--- config.mk ---
export PLATFORM = sky130hd
export DESIGN_NAME = writeback_queue
export DESIGN_NICKNAME = d
export VERILOG_FILES = /design/src/rtl/writeback_queue.sv
export SDC_FILE = /design/constraint.sdc
export NUM_CORES = 1
export LEC_CHECK = 0
export ABC_CLOCK_PERIOD_IN_PS = 12780
export CAP_MARGIN = 20
export CORE_MARGIN = 10
export CORE_UTILIZATION = 45
export CTS_BUF_LIST = sky130_fd_sc_hd__clkbuf_8
export DETAILED_ROUTE_END_ITERATION = 8
export PLACE_DENSITY = 0.76
export SLEW_MARGIN = 20
export SYNTH_ARGS = -nofsm -noshare
export SYNTH_HDL_FRONTEND = slang
export SYNTH_SLANG_ARGS = --single-unit
--- constraint.sdc ---
create_clock -name clk -period 12.78 [get_ports clk]
set_clock_uncertainty 0.2 [all_clocks]
set_input_delay 1.278 -clock clk [delete_from_list [all_inputs] [get_ports clk]]
set_output_delay 1.278 -clock clk [all_outputs]
set_load 0.1 [all_outputs]
--- src/rtl/writeback_queue.sv ---
// -----------------------------------------------------------------------------
// writeback_queue
//
// Collects results from the load path (mem_*) and the ALU path (alu_*) and
// writes them into the register file one per cycle, in acceptance order.
// Pending entries can be looked up by source register index for forwarding.
//
// Handshake: a result on either path is accepted in a cycle where
// <path>_valid and <path>_ready are both high at the rising edge of clk.
// Ready depends only on registered occupancy (and on mem_valid for the ALU
// path), never on the same-cycle dequeue. An accepted result whose
// destination is x0 completes its handshake but is not stored.
//
// Ports
//   clk, reset                  clock, synchronous active-high reset
//   mem_valid/mem_rd/mem_data   load-path result         mem_ready  accept
//   alu_valid/alu_rd/alu_data   ALU-path result          alu_ready  accept
//   rf_reg_write/rf_rd/rf_write_data   register-file write port (head entry)
//   query_rs1/query_rs2         forwarding lookup indices
//   fwd_hit1/2, fwd_data1/2     youngest pending match per query
//   count                       number of occupied entries
// -----------------------------------------------------------------------------
module writeback_queue #(
  parameter int DEPTH = 4
) (
  input  logic                     clk,
  input  logic                     reset,

  input  logic                     mem_valid,
  input  logic [4:0]               mem_rd,
  input  logic [63:0]              mem_data,
  output logic                     mem_ready,

  input  logic                     alu_valid,
  input  logic [4:0]               alu_rd,
  input  logic [63:0]              alu_data,
  output logic                     alu_ready,

  output logic                     rf_reg_write,
  output logic [4:0]               rf_rd,
  output logic [63:0]              rf_write_data,

  input  logic [4:0]               query_rs1,
  input  logic [4:0]               query_rs2,
  output logic                     fwd_hit1,
  output logic                     fwd_hit2,
  output logic [63:0]              fwd_data1,
  output logic [63:0]              fwd_data2,

  output logic [$clog2(DEPTH):0]   count
);

  localparam int PW = $clog2(DEPTH);
  localparam int CW = PW + 1;
  localparam logic [CW-1:0] DEPTH_C = CW'(DEPTH);

  logic [PW-1:0] head_q, head_d;
  logic [PW-1:0] tail_q, tail_d;
  logic [CW-1:0] count_q, count_d;

  // Entry storage; contents need no reset because occupancy gates every read.
  logic [4:0]  rd_mem   [DEPTH];
  logic [63:0] data_mem [DEPTH];

  logic [CW-1:0] free;
  logic          mem_enq, alu_enq, deq;
  logic [PW-1:0] alu_ptr;

  // Credit comes from registered occupancy only.
  assign free = DEPTH_C - count_q;

  // When both paths present, the ALU needs a second slot behind the load.
  assign mem_ready = !reset && (free >= CW'(1));
  assign alu_ready = !reset && (mem_valid ? (free >= CW'(2)) : (free >= CW'(1)));

  assign mem_enq = mem_valid && mem_ready && (mem_rd != 5'd0);
  assign alu_enq = alu_valid && alu_ready && (alu_rd != 5'd0);

  // The register file always accepts, so the head drains whenever present.
  assign deq = (count_q != '0);

  // Load entry is older: it takes the tail slot, ALU takes the next one.
  assign alu_ptr = tail_q + PW'(mem_enq);

  assign tail_d  = tail_q + PW'(mem_enq) + PW'(alu_enq);
  assign head_d  = head_q + PW'(deq);
  assign count_d = count_q + CW'(mem_enq) + CW'(alu_enq) - CW'(deq);

  always_ff @(posedge clk) begin
    if (reset) begin
      head_q  <= '0;
      tail_q  <= '0;
      count_q <= '0;
    end else begin
      head_q  <= head_d;
      tail_q  <= tail_d;
      count_q <= count_d;
    end
  end

  always_ff @(posedge clk) begin
    if (mem_enq) begin
      rd_mem[tail_q]   <= mem_rd;
      data_mem[tail_q] <= mem_data;
    end
    if (alu_enq) begin
      rd_mem[alu_ptr]   <= alu_rd;
      data_mem[alu_ptr] <= alu_data;
    end
  end

  // Register-file port shows the head entry; all zero when empty or in reset.
  logic has_head;
  assign has_head      = !reset && (count_q != '0);
  assign rf_reg_write  = has_head;
  assign rf_rd         = has_head ? rd_mem[head_q]   : 5'd0;
  assign rf_write_data = has_head ? data_mem[head_q] : 64'd0;
  assign count         = reset ? '0 : count_q;

  // Forwarding lookup walks oldest to youngest so the last match wins.
  // Only registered occupancy is searched, which includes the head being
  // written this cycle and excludes anything being enqueued this cycle.
  logic [PW-1:0] fwd_idx;

  always_comb begin
    fwd_hit1  = 1'b0;
    fwd_hit2  = 1'b0;
    fwd_data1 = 64'd0;
    fwd_data2 = 64'd0;
    fwd_idx   = '0;
    for (int i = 0; i < DEPTH; i++) begin
      fwd_idx = head_q + PW'(i);
      if (CW'(i) < count_q) begin
        if ((query_rs1 != 5'd0) && (rd_mem[fwd_idx] == query_rs1)) begin
          fwd_hit1  = 1'b1;
          fwd_data1 = data_mem[fwd_idx];
        end
        if ((query_rs2 != 5'd0) && (rd_mem[fwd_idx] == query_rs2)) begin
          fwd_hit2  = 1'b1;
          fwd_data2 = data_mem[fwd_idx];
        end
      end
    end
    if (reset) begin
      fwd_hit1  = 1'b0;
      fwd_hit2  = 1'b0;
      fwd_data1 = 64'd0;
      fwd_data2 = 64'd0;
    end
  end

endmodule

After elaboration in Yosys (flattened, before gate mapping)
Memories as Yosys holds them, arrays and structs flattened. A register that Yosys moved wholly into a read port is not among the register bits. Cells that the tools add are included.

Bits of input ports: 152. Bits in registers: 7. Output and inout bits: 205. Logic and storage cells: 96. Memories kept: 2. Bits in writable memories: 276.

Multiplexer cells: 46. Add/sub/neg operators: 10. Equal/unequal tests: 8. Reductions and logical operators: 21. Order comparisons: 6.

Memories: data_mem (words 4, bits a word 64, rd ports 4, clocked after memory_dff 1, wr ports 2, RTL line 63) `logic [63:0] data_mem [DEPTH];`; rd_mem (words 4, bits a word 5, rd ports 4, clocked after memory_dff 1, wr ports 2, RTL line 62) `logic [4:0] rd_mem [DEPTH];`.

Operators by type and width (number): 64-bit 2-to-1 mux (19); 5-bit equality test (8); 1-bit 2-to-1 mux (23); 5-bit nonzero test (4); 1-bit logical AND (15); 2-bit by 1-bit adder with 2-bit output (3); 3-bit by 1-bit adder with 3-bit output (2); 1-bit by 3-bit less-than comparator with 1-bit output (first input constant) (2); 2-bit by 3-bit less-than comparator with 1-bit output (first input constant) (2); 5-bit 2-to-1 mux (1); 2-bit adder (second input constant) (2); 2-bit 2-to-1 mux (2); 3-bit by 1-bit greater-or-equal comparator with 1-bit output (second input constant) (1); 3-bit by 2-bit greater-or-equal comparator with 1-bit output (second input constant) (1); 3-bit 2-to-1 mux (1); 3-bit nonzero test (1); 3-bit by 1-bit subtractor with 3-bit output (1); 3-bit subtractor (first input constant) (1); 2-bit by 1-bit adder with 2-bit output (second input constant) (1); 1-bit logical NOT (1).

Logic depth before layout (Yosys ltp)
Gate-level depths: netlist of the first run.

Depth in word-level cells: 11. Gate-level depth with buffers: 14. Gate-level depth less buffers: 12.

Worst setup path after synthesis of the first run
OpenSTA, ideal clock, no wires.

Path type: input port to flip-flop. From: input port reset. To: memory data_mem[0][0] (enable). Path slack: 3.348 ns. Data arrival time: 8.634 ns. Stages on the path: 4. Buffers on the path: 1. Data required time: 11.982 ns. Setup time: 0.598 ns. Path through: buf_1 a21oi_1 o211ai_1 o31ai_1.

RTL lines: start, declared (RTL line 27) `input logic reset,`; end, declared (RTL line 63).

Worst setup path after layout of the first run
From: register head_q[0]. To: output port fwd_data1[16].

Longest elaborated chain between the ends: 11. Elaborated cells on any way between the ends: 18. Those cells by class: add/sub: 3; eq/ne: 3; mux: 7; reduce/logical: 3; memory: 2.

RTL lines: start, declared (RTL line 57) `logic [PW-1:0] head_q, head_d;`; start signal, assigned (RTL line 91) `head_q <= '0;`; start signal, assigned (RTL line 95) `head_q <= head_d;`; 2-bit by 1-bit adder with 2-bit output (RTL line 132) `fwd_idx = head_q + PW'(i);`; memory 4 x 5 bit; 5-bit equality test (RTL line 134) `if ((query_rs1 != 5'd0) && (rd_mem[fwd_idx] == query_rs1)) begin`; 1-bit logical AND (RTL line 134); 64-bit 2-to-1 mux (RTL line 134); 64-bit 2-to-1 mux (RTL line 133) `if (CW'(i) < count_q) begin`; 64-bit 2-to-1 mux (RTL line 134); 64-bit 2-to-1 mux (RTL line 133); 64-bit 2-to-1 mux (RTL line 134); 64-bit 2-to-1 mux * (RTL line 133); 64-bit 2-to-1 mux * (RTL line 144) `if (reset) begin`; end, declared (RTL line 47) `output logic [63:0] fwd_data1,`.

Mark *: on every way between the ends. The rest lies on a longest branch, timed or not.

==> flow_summary.yaml, run 1 <==
outcome:
  status: "finished clean"
cts:
  ctsHoldBuffers: 0
  cts_max_level: 2
  clk_latency_ps: 640
  cts_tree: "built"
  cts_resized: 0
  clkSlewWorstSetupHoldPaths_ps: 60
  cts_root_buf: "clkbuf_8"
  cts_sinks: 283
  cts_buffers: 52
  cts_setup_buffers: 0
  clockBufferDepth: 3
routing:
  drt_wl_total_um: 88600
  drc: 0
  postRouteAntennaNets: 0
  via_count: 21805
  wl_per_cell_um: 26.5
  drt-initial-drc-count: 2728
  first_pass_iters: 7
  viasPerCell: 6.52
layout:
  area_growth_pct: 20.1
  multi_input_area_um2: 14400
  drive_above_1_share_pct: 24.0
  fillers: 4497
  seq_area_um2: 8440
  fin_util_pct: 54.6
  final_nets: 2758
  finish.instance_area_um2: 28700
grt:
  busiest_layer: "met2"
  grt_util_met1_pct: 32.5
  grt_pass1_vias: 21958
  grt_overflow_total: 0
  grt_pass1_wl_um: 132000
  antenna_found_initial: 25
  grt_use_met3_pct: 6.00
  gr-usage-met2_pct: 43.1
  grt_usage_pct: 26.6
  grt_start_max_net_pins: 120
worst_hold_path:
  hold_path_depth: 3
  hold-path-endpoint: "count_q[1]$_SDFF_PP0_"
  hold_class: "reg -> reg"
  min_from: "count_q[1]$_SDFF_PP0_"
timing:
  slew_headroom_pct: 19.6
  finalSetupTns_ps: 0
  whs_ps: 655
  maxSlewViolCount: 0
  rsz0062_at_grt: "no"
  postLayoutSetupSlackWorst_ps: 4480
  worst_pin_slew_ps: 1200
  max_freq_mhz: 121
  fin_crit_sh_pct: 64.9
  min_period_ps: 8300
  setup_violations: 0
  hold_viol_final: 0
floorplanning:
  start_util_pct: 45.5
  pin_count: 357
  dieArea_um2: 62700
  coreArea_um2: 52600
  die_h_um: 250
  row_count: 84
  die_w_um: 250
setup_path:
  cp.arrival_ps: 6820
  r2r-end: "data_mem[3][63]$_DFFE_PP_"
  regToRegStartpoint: "count_q[0]$_SDFF_PP0_"
  path_common_cell: "buf_4"
  cp-start-kind: "register"
  critPathRequiredTime_ps: 11300
  cp-end-kind: "output pin"
  cp_max_fo: 57
  path_delay_family: "buffers and inverters"
  max_stage_delay_ps: 1150
  reg2reg_slack_ps: 7230
  critPathKind: "reg -> out"
  crit_chain: "buf_4 > mux4_2 > a211oi_1 > a21o_1 > o21a_2 > buf_4 > nand2_1 > o21ai_0 > a221o_1 > clkdlybuf4s50_1"
  slowest_stage: "clkdlybuf4s50_1"
  path_buf_inv: 3
  r2r_cells: 13
synth:
  synth_cell_types: 64
  synth_area_leaders: "edfxtp_1 (35%), mux2_2 (19%), mux2i_1 (8.2%)"
  ys.flop_type: "edfxtp_1"
  ys_seq_area_share_pct: 35.3
  yosys.cell_count.top_type: "mux2_2"
  synth.top_cells.by_count: "mux2_2 (405), nor2_1 (298), edfxtp_1 (276), mux2i_1 (196), nand2_1 (183)"
  async_reset_ff_share_pct: 0
  synth_fp_nets: 2534
  synthesis.area_um2: 23900
  ys_warn_count: 0
  netlist.area_leader.share_pct: 34.7
  synth_edf_count: 276
  syn_inst: 2370
  syn_area_per_cell_um2: 10.1
  yosys.area.top_type: "edfxtp_1"
  synth-seq-cells: 283
power_and_ir_drop:
  power_leakage_nw: 9.66
  powerDensity_nw_per_um2: 224
  ir_worst_vdd_v: 0.000206
place:
  dp_hpwl_um: 55300
  gp_congestion: 0.893
  dpl-instance-area_um2: 27600
  dp_slack_ps: 5080
  port_buffers: 356
job:
  maxCapViolCount: 0
-- registers in the layout, summed over array words and instances (netlist names) --
| name | flops |
|---|---|
| head_q | 2 |
| tail_q | 2 |
| count_q | 3 |
| data_mem | 256 |
| rd_mem | 20 |
-- layer usage --
layer / wire [um] / up-vias
met3: 8820 / 338
met4: 4460 / 6
met2: 41300 / 1474
li1: - / 9477
met5: 45 / -
met1: 34000 / 10510
-- how the worst max path moves through the flow --
stage	startpoint	end	slack [ps]	depth (start not counted)
after global routing	head_q[0]$_SDFF_PP0_	fwd_data1[16]	4330	10
final	head_q[0]$_SDFF_PP0_	fwd_data1[16]	4480	10
after global placement	query_rs2[2]	fwd_data2[22]	5170	10
after floorplan	reset	data_mem[0][0]$_DFFE_PP_	3350	4
after CTS	head_q[0]$_SDFF_PP0_	fwd_data1[16]	4610	10
after detailed placement	query_rs2[2]	fwd_data2[43]	5080	10
-- worst min-delay path, stage by stage, from the launching register on --
cell,delay [ps]
dfxtp_1,350
inv_1,180
fa_1,180
nor2b_1,110
-- stage by stage --
stage                     power (mW)  cells
after floorplan                 4.56   2370
after global placement          5.41   3226
after detailed placement        5.51   3226
after CTS                       6.35   3324
after global routing            6.70   3345
final                           6.42   3346
-- logic make-up after synthesis --
| family | synth area share, % |
|---|---|
| adders and majority gates | 0.691 |
| xor gates and xnor gates | 1.76 |
| AOI/OAI and AO/OA | 16.6 |
| and+or+nand+nor | 11.5 |
| DFF | 35.3 |
| muxes | 28.9 |
| buffers and inverters | 5.24 |
-- placed cells by master, fill, tap and decap left out, types with 10 or more instances in the layout --
cell type / synthesis / layout
clkbuf_8: 0 / 53
a21oi_1: 82 / 82
buf_4: 20 / 36
nor2b_1: 14 / 14
a211oi_1: 12 / 12
o32ai_1: 60 / 60
a221oi_2: 60 / 60
clkdlybuf4s50_1: 0 / 355
and2_1: 20 / 19
nor2_1: 298 / 298
o21ai_1: 12 / 11
o211ai_1: 20 / 20
nor3_1: 64 / 64
o21ai_0: 153 / 151
edfxtp_1: 276 / 276
clkinv_2: 0 / 10
diode_2: 0 / 20
mux2_2: 405 / 405
ha_1: 10 / 10
inv_1: 27 / 50
nand2_1: 183 / 181
xnor2_1: 40 / 40
mux4_2: 17 / 17
mux2i_1: 196 / 196
a221o_1: 56 / 56
nand3_1: 49 / 47
-- area by class of cell --
type	count	area share (%)
inverters	28	0.384
diodes	20	0.174
clock inverters	45	0.841
well taps	688	3.00
flip-flops and latches	283	29.4
multi-input cells	1833	50.0
repair buffers	396	13.6
clock buffers	53	2.54
-- report_power, final --
group          internal [mW]  total, mW  switching, mW
sequential              1.27       1.39          0.123
clock                  0.426      0.846          0.419
combinational           1.26       4.18           2.91
Note: power is estimated with default switching activity, not from simulation.
==> run 2, diff against run 1 <==
ABC_CLOCK_PERIOD_IN_PS = 8670   (was 12780)
clock period = 8.67 ns   (was 12.78 ns; I/O delays follow)
==> run 2 against run 1 <==
Utilization is 0.11 points lower. First-iteration DRC count decreased by 13%. Final area shrank 0.20%. Flip-flop and latch count stayed put. Routed wire length increased by 0.24%. Critical path type unchanged. Largest cell class unchanged.
==> flow_summary.yaml, run 2 (synthesis gave the netlist of run 1 again) <==
floorplanning:
  start_util_pct: 45.5
  pin_count: 357
  die_w_um: 250
  die_h_um: 250
  dieArea_um2: 62700
  row_count: 84
  coreArea_um2: 52600
power_and_ir_drop:
  p_int_mw: 4.37
  powerDensity_nw_per_um2: 329
  combinationalPowerShare_pct: 64.9
  switching_power_mw: 5.06
  switching_share_pct: 53.6
  ir_worst_vdd_v: 0.000223
  power_leakage_nw: 9.61
  pwr-share-seq_pct: 22.2
  clockPowerShare_pct: 12.9
worst_hold_path:
  min_from: "tail_q[0]$_SDFF_PP0_"
  hold_class: "reg -> reg"
timing:
  setup_violations: 0
  max_freq_mhz: 135
  worst_pin_slew_ps: 1300
  postLayoutSetupSlackWorst_ps: 1260
  maxSlewViolCount: 0
  min_period_ps: 7410
  rsz0062_at_grt: "no"
  hold_viol_final: 0
  slew_headroom_pct: 13.2
  fin_crit_sh_pct: 85.5
routing:
  viasPerCell: 6.51
  via_count: 21712
  drt-initial-drc-count: 2374
  drc: 0
  first_pass_iters: 7
  postRouteAntennaNets: 0
  drt_wl_total_um: 88900
  wl_per_cell_um: 26.7
grt:
  grt_use_met3_pct: 7.74
  busiest_layer: "met2"
  grt_util_met1_pct: 31.9
  grt_pass1_vias: 22008
  antenna_found_initial: 24
  grt_start_max_net_pins: 163
  grt_pass1_wl_um: 133000
  grt_overflow_total: 0
  grt_usage_pct: 26.9
  gr-usage-met2_pct: 43.8
job:
  maxCapViolCount: 0
layout:
  layout_common_cells: "mux2_2 (405), clkdlybuf4s50_1 (355), nor2_1 (298), edfxtp_1 (276), mux2i_1 (196)"
  mostFrequentLayoutCell: "mux2_2"
  fillers: 4538
  finish.instance_area_um2: 28700
  area_growth_pct: 19.8
  final_nets: 2756
  reg_top3: "data_mem: 256 flops, rd_mem: 20 flops, count_q: 3 flops"
  largest_register_ffs: 256
  top_register: "data_mem"
  stdcell_count: 3333
  drive_above_1_share_pct: 24.0
cts:
  cts_max_level: 2
  cts_resized: 0
  cts_root_buf: "clkbuf_8"
  cts_buffers: 50
  clkSlewWorstSetupHoldPaths_ps: 60
  ctsHoldBuffers: 0
  cts_sinks: 283
  clk_latency_ps: 630
  cts_tree: "built"
  clockBufferDepth: 3
  cts_setup_buffers: 0
place:
  place_inst: 3228
  dpl-instance-area_um2: 27700
  gp_congestion: 0.873
  dp_slack_ps: 1930
  dp_hpwl_um: 55800
  port_buffers: 356
outcome:
  status: "finished clean"
setup_path:
  regToRegStartpoint: "count_q[0]$_SDFF_PP0_"
  critPathKind: "reg -> out"
  cp.arrival_ps: 6350
  cp_max_fo: 58
  crit_path_start: "head_q[0]$_SDFF_PP0_"
  cp-end-kind: "output pin"
  cp-start-kind: "register"
  critPathRequiredTime_ps: 7600
-- run 2: path summary, 6_finish.rpt --
kind	to	depth (start not counted)	slack (ps)
worst max-delay path	fwd_data1[16]	9	1260
worst min-delay path	data_mem[2][60]$_DFFE_PP_	1	640
worst max register to register	rd_mem[0][3]$_DFFE_PP_	13	3310
worst min register to register	data_mem[2][60]$_DFFE_PP_	1	640
-- run 2: area by class of cell --
cell class              instances  area (um2)  share of cell area (%)
diodes                         15        37.5                   0.131
clock buffers                  51         702                    2.45
clock inverters                39         246                   0.860
inverters                      28         110                   0.384
multi-input cells            1833       14400                    50.1
flip-flops and latches        283        8440                    29.4
well taps                     688         861                    3.00
repair buffers                396        3890                    13.6
-- run 2: metal layers --
metal  vias up  part of all wire, %
met2      1388                   47
met3       315                   11
met4        16                  4.6
met1     10534                   37
met5         -                 0.12
li1       9459                    -
-- run 2: power groups by stage --
stage	clock, mW	combinational (mW)	sequential (mW)
CTS	1.24	6.03	2.09
global placement	0	5.90	2.09
global route	1.30	6.43	2.13
finish	1.22	6.12	2.09
floorplan	0	4.68	2.03
detailed placement	0	6.01	2.12
-- run 2: critical path, stage by stage (launching register included) --
cell and delay, ps:
dfxtp_4 900, mux4_2 680, a211oi_1 240, a21o_1 170, o21a_2 140, buf_4 700
nand2_1 980, o21ai_0 440, a221o_1 260, clkdlybuf4s50_1 1160
-- run 2: through the flow --
step | TNS (ps) | power, mW | hold slack [ps] | util [%]
2_1_floorplan | -48470 | 6.72 | 497 | -
3_3_place_gp | 0 | 7.99 | 599 | 52.6
3_5_place_dp | 0 | 8.13 | 617 | 52.6
4_1_cts | 0 | 9.36 | 631 | 54.4
5_1_grt | 0 | 9.86 | 641 | 54.5
6_report | 0 | 9.43 | 642 | 54.5
